File: src/rtl/fsm_step_controller_if.sv
// Button inputs and tick/status outputs of the run/pause/single-step sequencer.
interface fsm_step_controller_if;
    logic       run_btn;
    logic       step_btn;
    logic [1:0] rate_sel;
    logic       tick;
    logic       running;
    logic       heartbeat;
    logic [7:0] tick_count;

    modport master (
        output run_btn, step_btn, rate_sel,
        input  tick, running, heartbeat, tick_count
    );

    modport slave (
        input  run_btn, step_btn, rate_sel,
        output tick, running, heartbeat, tick_count
    );
endinterface

File: src/rtl/fsm_step_controller.sv
// Run/pause/single-step sequencer: emits a one-cycle tick enable at a selectable
// rate in RUN, or one tick per debounced step press, for the board FSM demos.
module fsm_step_controller #(
    parameter int unsigned CLK_HZ     = 50_000_000,
    parameter int unsigned DIV_W      = 26,
    parameter int unsigned DEB_CYCLES = 1_000_000
) (
    input  logic                  clk,
    input  logic                  reset,
    fsm_step_controller_if.slave  bus
);
    localparam int unsigned DEB_W    = $clog2(DEB_CYCLES + 1);
    localparam int unsigned NBTN     = 2;
    localparam int unsigned BTN_RUN  = 0;
    localparam int unsigned BTN_STEP = 1;

    typedef enum logic [1:0] {
        S_PAUSE = 2'd0,
        S_RUN   = 2'd1,
        S_STEP  = 2'd2
    } state_t;

    logic [NBTN-1:0]  raw;
    logic [NBTN-1:0]  sync1;
    logic [NBTN-1:0]  sync2;
    logic [NBTN-1:0]  level;
    logic [NBTN-1:0]  press;
    logic [DEB_W-1:0] deb_cnt [NBTN];

    state_t           state;
    state_t           state_n;
    logic [DIV_W-1:0] div_cnt;
    logic [DIV_W-1:0] div_cnt_n;
    logic [DIV_W-1:0] tc_c;
    logic             tick_q;
    logic             tick_n;
    logic             running_q;
    logic             hb_q;
    logic             hb_n;
    logic [7:0]       count_q;
    logic [7:0]       count_n;

    assign raw = {bus.step_btn, bus.run_btn};

    // Synchronize, then accept a new level only after DEB_CYCLES consecutive disagreeing cycles.
    // The press pulse is registered alongside the accepted rising level.
    always_ff @(posedge clk or negedge reset) begin
        if (!reset) begin
            sync1 <= '0;
            sync2 <= '0;
            level <= '0;
            press <= '0;
            for (int i = 0; i < NBTN; i++) deb_cnt[i] <= '0;
        end else begin
            sync1 <= raw;
            sync2 <= sync1;
            for (int i = 0; i < NBTN; i++) begin
                press[i] <= 1'b0;
                if (sync2[i] == level[i]) begin
                    deb_cnt[i] <= '0;
                end else if (deb_cnt[i] == DEB_W'(DEB_CYCLES - 1)) begin
                    deb_cnt[i] <= '0;
                    level[i]   <= sync2[i];
                    press[i]   <= sync2[i];
                end else begin
                    deb_cnt[i] <= deb_cnt[i] + DEB_W'(1);
                end
            end
        end
    end

    // Terminal count follows rate_sel without a pipeline stage.
    always_comb tc_c = DIV_W'((CLK_HZ >> bus.rate_sel) - 1);

    always_ff @(posedge clk or negedge reset) begin
        if (!reset) begin
            state     <= S_PAUSE;
            div_cnt   <= '0;
            tick_q    <= 1'b0;
            running_q <= 1'b0;
            hb_q      <= 1'b0;
            count_q   <= '0;
        end else begin
            state     <= state_n;
            div_cnt   <= div_cnt_n;
            tick_q    <= tick_n;
            running_q <= (state_n == S_RUN);
            hb_q      <= hb_n;
            count_q   <= count_n;
        end
    end

    always_comb begin
        state_n   = state;
        div_cnt_n = div_cnt;
        tick_n    = 1'b0;
        hb_n      = hb_q ^ tick_q;
        count_n   = count_q + 8'(tick_q);
        unique case (state)
            S_PAUSE: begin
                div_cnt_n = '0;
                if (press[BTN_RUN]) begin
                    state_n = S_RUN;
                end else if (press[BTN_STEP]) begin
                    state_n = S_STEP;
                    tick_n  = 1'b1;
                end
            end
            S_RUN: begin
                // >= so a mid-count rate increase fires promptly instead of wrapping.
                if (press[BTN_RUN]) begin
                    state_n   = S_PAUSE;
                    div_cnt_n = '0;
                end else if (div_cnt >= tc_c) begin
                    div_cnt_n = '0;
                    tick_n    = 1'b1;
                end else begin
                    div_cnt_n = div_cnt + DIV_W'(1);
                end
            end
            S_STEP:  state_n = S_PAUSE;
            default: state_n = S_PAUSE;
        endcase
    end

    assign bus.tick       = tick_q;
    assign bus.running    = running_q;
    assign bus.heartbeat  = hb_q;
    assign bus.tick_count = count_q;
endmodule
File: src/flat_wrapper.sv
// flat-port wrapper written by rule: the top's interface ports become plain ports
module fsm_step_controller_flat 
#(
    parameter int unsigned CLK_HZ     = 50_000_000,
    parameter int unsigned DIV_W      = 26,
    parameter int unsigned DEB_CYCLES = 1_000_000
)
  (clk, reset, bus_run_btn, bus_step_btn, bus_rate_sel, bus_tick, bus_running, bus_heartbeat, bus_tick_count);
  fsm_step_controller_if bus_i ();
  input  logic clk;
  input  logic reset;
  input wire logic [$bits(bus_i.run_btn)-1:0] bus_run_btn;
  input wire logic [$bits(bus_i.step_btn)-1:0] bus_step_btn;
  input wire logic [$bits(bus_i.rate_sel)-1:0] bus_rate_sel;
  output wire logic [$bits(bus_i.tick)-1:0] bus_tick;
  output wire logic [$bits(bus_i.running)-1:0] bus_running;
  output wire logic [$bits(bus_i.heartbeat)-1:0] bus_heartbeat;
  output wire logic [$bits(bus_i.tick_count)-1:0] bus_tick_count;
  assign bus_i.run_btn = bus_run_btn;
  assign bus_i.step_btn = bus_step_btn;
  assign bus_i.rate_sel = bus_rate_sel;
  assign bus_tick = bus_i.tick;
  assign bus_running = bus_i.running;
  assign bus_heartbeat = bus_i.heartbeat;
  assign bus_tick_count = bus_i.tick_count;
  fsm_step_controller #(.CLK_HZ(CLK_HZ), .DIV_W(DIV_W), .DEB_CYCLES(DEB_CYCLES)) u_core (.clk(clk), .reset(reset), .bus(bus_i));
endmodule
File: config.mk
export PLATFORM = sky130hd
export DESIGN_NAME = fsm_step_controller_flat
export DESIGN_NICKNAME = d
export VERILOG_FILES = /design/src/rtl/fsm_step_controller_if.sv /design/src/rtl/fsm_step_controller.sv /design/src/flat_wrapper.sv
export SDC_FILE = /design/constraint.sdc
export NUM_CORES = 1
export LEC_CHECK = 0
export BUFFER_PORTS_ARGS = -buffer_cell sky130_fd_sc_hd__buf_2
export CORE_AREA = 5 5 100 102
export DETAILED_ROUTE_END_ITERATION = 12
export DIE_AREA = 0 0 105 107
export HOLD_SLACK_MARGIN = 0.06
export PLACE_DENSITY = 0.69
export SLEW_MARGIN = 15
export SYNTH_ARGS = -nofsm -noshare
export SYNTH_HDL_FRONTEND = slang
export SYNTH_SLANG_ARGS = --single-unit
File: constraint.sdc
create_clock -name clk -period 2.74 [get_ports clk]
set_input_delay 0.137 -clock clk [delete_from_list [all_inputs] [get_ports clk]]
set_output_delay 0.137 -clock clk [all_outputs]
set_load 0.01 [all_outputs]
Word-level counts from Yosys, hierarchy flattened:

Index checks and enable logic that the tools add are counted.

* add/sub/neg operators: 5
* bitwise gates (word level): 3
* equal/unequal tests: 6
* reduce and logical (&&, ||, !) cells: 4
* shift-type cells: 1
* mux-type cells: 20
* magnitude comparators: 1

Operators by type and width (number)
* 20-bit two-way mux: 4
* 26-bit two-way mux: 2
* 26-bit one-hot mux with 2 select lines: 1
* 20-bit by 1-bit adder with 20-bit output (second input constant): 2
* 20-bit == test (second input constant): 2
* 26-bit by 1-bit adder with 26-bit output (second input constant): 1
* 26-bit >= comparator: 1
* 26-bit by 2-bit >> shifter with 26-bit output (first input constant): 1
* 26-bit by 1-bit subtractor with 26-bit output (second input constant): 1
* 8-bit by 1-bit adder with 8-bit output: 1
* 1-bit two-way mux: 8
* 2-bit two-way mux: 3
* 2-bit by 1-bit == test with 1-bit output (second input constant): 2
* 2-bit one-hot mux with 2 select lines: 1
* 2-bit AND reduction: 2
* 1-bit == test: 2
* 2-bit zero test: 1
* 1-bit NOT: 2
* 1-bit one-hot mux with 2 select lines: 1
* 2-bit nonzero test: 1
* 1-bit XOR: 1

* input port bits: 6
* output and inout port bits: 11
* logic and storage cells: 53
* register bits after elaboration: 87

Logic depth before layout (Yosys ltp):

* depth in word-level cells: 6
* gate-level depth with buffers: 12
* gate-level depth less buffers: 10

Least setup slack after synthesis:

Ideal clock, no wire load.

* path type: input -> register
* start: in bus_rate_sel[1]
* end: reg u_core.div_cnt[22]
* path slack: 470 ps
* cell stages on the path: 11
* data required time: 2639 ps
* path buffers: 1
* setup time: 101 ps
* data arrival time: 2170 ps
* cells stage by stage: nor2b_4 -> inv_1 -> ha_1 -> ha_1 -> a21o_1 -> a31oi_1 -> o221ai_1 -> a211oi_2 -> buf_4 -> nand3_4 -> o311ai_2

* longest elaborated chain between the ends: 6

RTL lines
* from (decl): RTL line flat_wrapper.sv:14 `input wire logic [$bits(bus_i.rate_sel)-1:0] bus_rate_sel;`
* 26-bit by 2-bit >> shifter with 26-bit output: RTL line fsm_step_controller.sv:73 `always_comb tc_c = DIV_W'((CLK_HZ >> bus.rate_sel) - 1);`
* 26-bit by 1-bit subtractor with 26-bit output: RTL line fsm_step_controller.sv:73
* 26-bit >= comparator: RTL line fsm_step_controller.sv:114 `end else if (div_cnt >= tc_c) begin`
* 26-bit two-way mux: RTL line fsm_step_controller.sv:114
* 26-bit two-way mux: RTL line fsm_step_controller.sv:111 `if (press[BTN_RUN]) begin`
* 26-bit one-hot mux with 2 select lines: RTL line fsm_step_controller.sv:99 `unique case (state)`
* to (signal assigned): RTL line fsm_step_controller.sv:85 `div_cnt <= div_cnt_n;`
* to (decl): RTL line fsm_step_controller.sv:32 `logic [DIV_W-1:0] div_cnt;`

Every way passes these cells.
A chain may end at the register's enable or synchronous reset.

Worst setup path in the final report:

* start: reg u_core.div_cnt[19]
* end: reg u_core.div_cnt[19]

* longest elaborated chain between the ends: 4
* elaborated cells between the ends (all ways): 5
* classes of those cells: 1 x add/sub; 1 x order compare; 3 x mux

RTL lines (RTL line)
* 26-bit by 1-bit adder with 26-bit output / 26-bit >= comparator (equally long branches): fsm_step_controller.sv:118, fsm_step_controller.sv:114
* 26-bit two-way mux (*): fsm_step_controller.sv:114
* 26-bit two-way mux (*): fsm_step_controller.sv:111
* 26-bit one-hot mux with 2 select lines (*): fsm_step_controller.sv:99

Every way passes the cells marked *; elsewhere a longest branch is shown, timed or not.

==> results.yml <==
status:
  outcome: "finished clean"
die:
  rows: 35
  coreArea_mm2: 0.00902
  die-area_mm2: 0.0112
  initial_core_util: 0.529
  fp.dieW_um: 105
  pin_count: 17
  die_h_um: 107
worst_setup_path:
  path_class: "reg -> reg"
  crit_family: "simple AND/OR/NAND/NOR gates"
  cp_slowest_cell: "dfrtp_1"
  cp-end-kind: "flop"
  ff2ff_setup_slack_ns: 0.28
  crit_required_ns: 3.03
  max_stage_delay_ns: 0.45
  cp_num_cells: 7
  critical_path_arrival_ns: 2.75
  critPathBufInv: 0
  startpoint_type: "flop"
  reg2reg_depth: 7
  cp_max_fo: 10
  crit_chain: "ha_1 > a21oi_1 > o21bai_1 > maj3_1 > nand2_1 > and2_1 > a32o_1"
route:
  avgRoutedWirePerCell_um: 15.5
  ant_nets: 0
  drt_iter0_markers: 131
  detail_route.first_pass.iterations: 4
  drc_errors: 0
  vias_per_cell: 5.74
  routed_wl_mm: 9.47
  vias: 3520
synth:
  synthCells: 477
  synth_cell_types: 50
  synthFlopType: "dfrtp_1"
  synth_seq_cells: 87
  synthesis.area_per_instance_um2: 10.0
  ys_top_cells_by_area: "dfrtp_1, ha_1, xor2_1"
  synth_edf_count: 0
  ys.warnings.count: 0
  synth_top_area_frac: 0.456
  synth_largest_area_cell: "dfrtp_1"
  netlist_area_mm2: 0.00477
  async_reset_ff_frac: 1.00
  synth-seq-area-share: 0.456
final_layout:
  syn2layout_area_growth_pct: 9.52
  seqCellArea_mm2: 0.00218
  multi_input_area_mm2: 0.00247
  drive_gt1_frac: 0.108
  most-common-layout-cells: "dfrtp_1, nor2_1, nand2_1"
  nets: 529
  diodes: 0
  final_common_cell: "dfrtp_1"
  fillers: 788
hold_path:
  worstHoldPathCells: 0
  hp-class: "reg -> reg"
job:
  drv_cap: 0
global_routing:
  track_usage: 0.179
  grt_max_degree: 88
  grt-ovfl-total: 0
  grt_pass1_vias: 3540
  grt_pass1_wl_mm: 16.7
  antenna_found_initial: 0
sta:
  drv_slew: 0
  period_share: 0.897
  fin_tns_setup_ns: 0
  rsz0062_at_grt: "no"
  period_minus_slack_ns: 2.46
  hold_viol_final: 0
  setup_viol: 0
  fmax_mhz: 407
  fin_skew_ns: 0.0134
  worstMarginPinSlew_ns: 0.762
  relSlewSlack: 0.492
clock_network:
  cts_made_buffers: 9
  postCtsSetupRepairBufs: 0
  tritoncts: "built"
  cts.clk_slew.worst_paths_ns: 0.08
  clock_path_buffers: 2
  cts_root_buffer: "clkbuf_8"
  insertion_delay_ns: 0.35
  htree_levels: 3
  clock_sinks: 87
placement:
  gp_congestion: 0.864
  hpwl_mm: 6.60
  portBuffers: 16
power:
  peakVddDrop_mv: 0.330
  leakagePower_nw: 2.45
  total_power_mw: 2.40
  p_per_area_mw_per_mm2: 459
layer usage:
metal | global-route usage | vias up | part of all wire | wire, um
met5 | 0 | - | 0 | 0
met4 | 0.0584 | 0 | 0.020 | 190
met3 | 0.0319 | 20 | 0.028 | 263
met2 | 0.289 | 51 | 0.48 | 4510
met1 | 0.244 | 1707 | 0.48 | 4510
li1 | - | 1742 | - | -
metrics by stage:
stage | instance area (um^2) | setup slack [ns] | hold slack, ns | instances | utilization
final | 5220 | 0.281 | 0.352 | 613 | 0.579
after global routing | 5220 | 0.131 | 0.365 | 613 | 0.579
after CTS | 5220 | 0.270 | 0.353 | 613 | 0.579
after detailed placement | 4960 | 0.0333 | 0.247 | 595 | 0.550
after global placement | 4960 | 0.162 | 0.246 | 595 | 0.550
after floorplan | 4770 | 0.470 | -0.159 | 478 | -
kinds of logic after synthesis:
kind of cell / after synthesis / share of synthesized area
adders and majority gates: 26 / 0.0677
other: 2 / 0.00157
DFF: 87 / 0.456
buffers and inverters: 28 / 0.0273
AOI/OAI and AO/OA: 45 / 0.0826
muxes: 8 / 0.0173
and+or+nand+nor: 225 / 0.244
xor gates and xnor gates: 56 / 0.103
registers in the layout (all words and copies together), names as in the netlist:
register	count
u_core.bus.tick_count	8
u_core.sync2	2
u_core.sync1	2
u_core.bus.tick	1
u_core.level	2
u_core.bus.running	1
u_core.press	2
u_core.div_cnt	26
u_core.deb_cnt	40
u_core.bus.heartbeat	1
u_core.state	2
power breakdown:
group	leakage, nW	internal, mW	switching, mW
combinational	1.13	0.0262	0.0593
sequential	1.20	1.29	0.00990
clock	0.112	0.562	0.450
total	2.45	1.88	0.519
cells in the mapped netlist (6+ instances only):
| cell | instances |
|---|---|
| clkbuf_1 | 8 |
| and3_1 | 24 |
| nand3_1 | 41 |
| ha_1 | 25 |
| nand2_1 | 48 |
| nand4_1 | 21 |
| mux2i_1 | 6 |
| a32o_1 | 9 |
| nor2_1 | 53 |
| and4_1 | 7 |
| inv_1 | 10 |
| xnor2_1 | 22 |
| xor2_1 | 34 |
| dfrtp_1 | 87 |
| a21oi_1 | 8 |
worst paths after layout:
kind	from	endpoint
max	u_core.div_cnt[19]	u_core.div_cnt[19]
min	u_core.sync1[1]	u_core.sync2[1]
max reg2reg	u_core.div_cnt[19]	u_core.div_cnt[19]
min reg2reg	u_core.sync1[1]	u_core.sync2[1]
max in group asynchronous	reset	u_core.div_cnt[22]
min in group asynchronous	reset	u_core.deb_cnt[28]
layout make-up:
| type | count | area share |
|---|---|---|
| well taps | 111 | 0.0266 |
| multi-input cells | 363 | 0.472 |
| clock buffers | 11 | 0.0290 |
| inverters | 10 | 0.00719 |
| clock inverters | 4 | 0.0146 |
| flip-flops and latches | 87 | 0.417 |
| repair buffers | 27 | 0.0338 |
repair_timing:
item | 4_1_cts | 5_1_grt
endpoints found under the hold margin | 89 | 0
hold buffers | 3 | 0
resized for setup | 0 | 0
No activity file was read; power rests on OpenSTA's default activity.
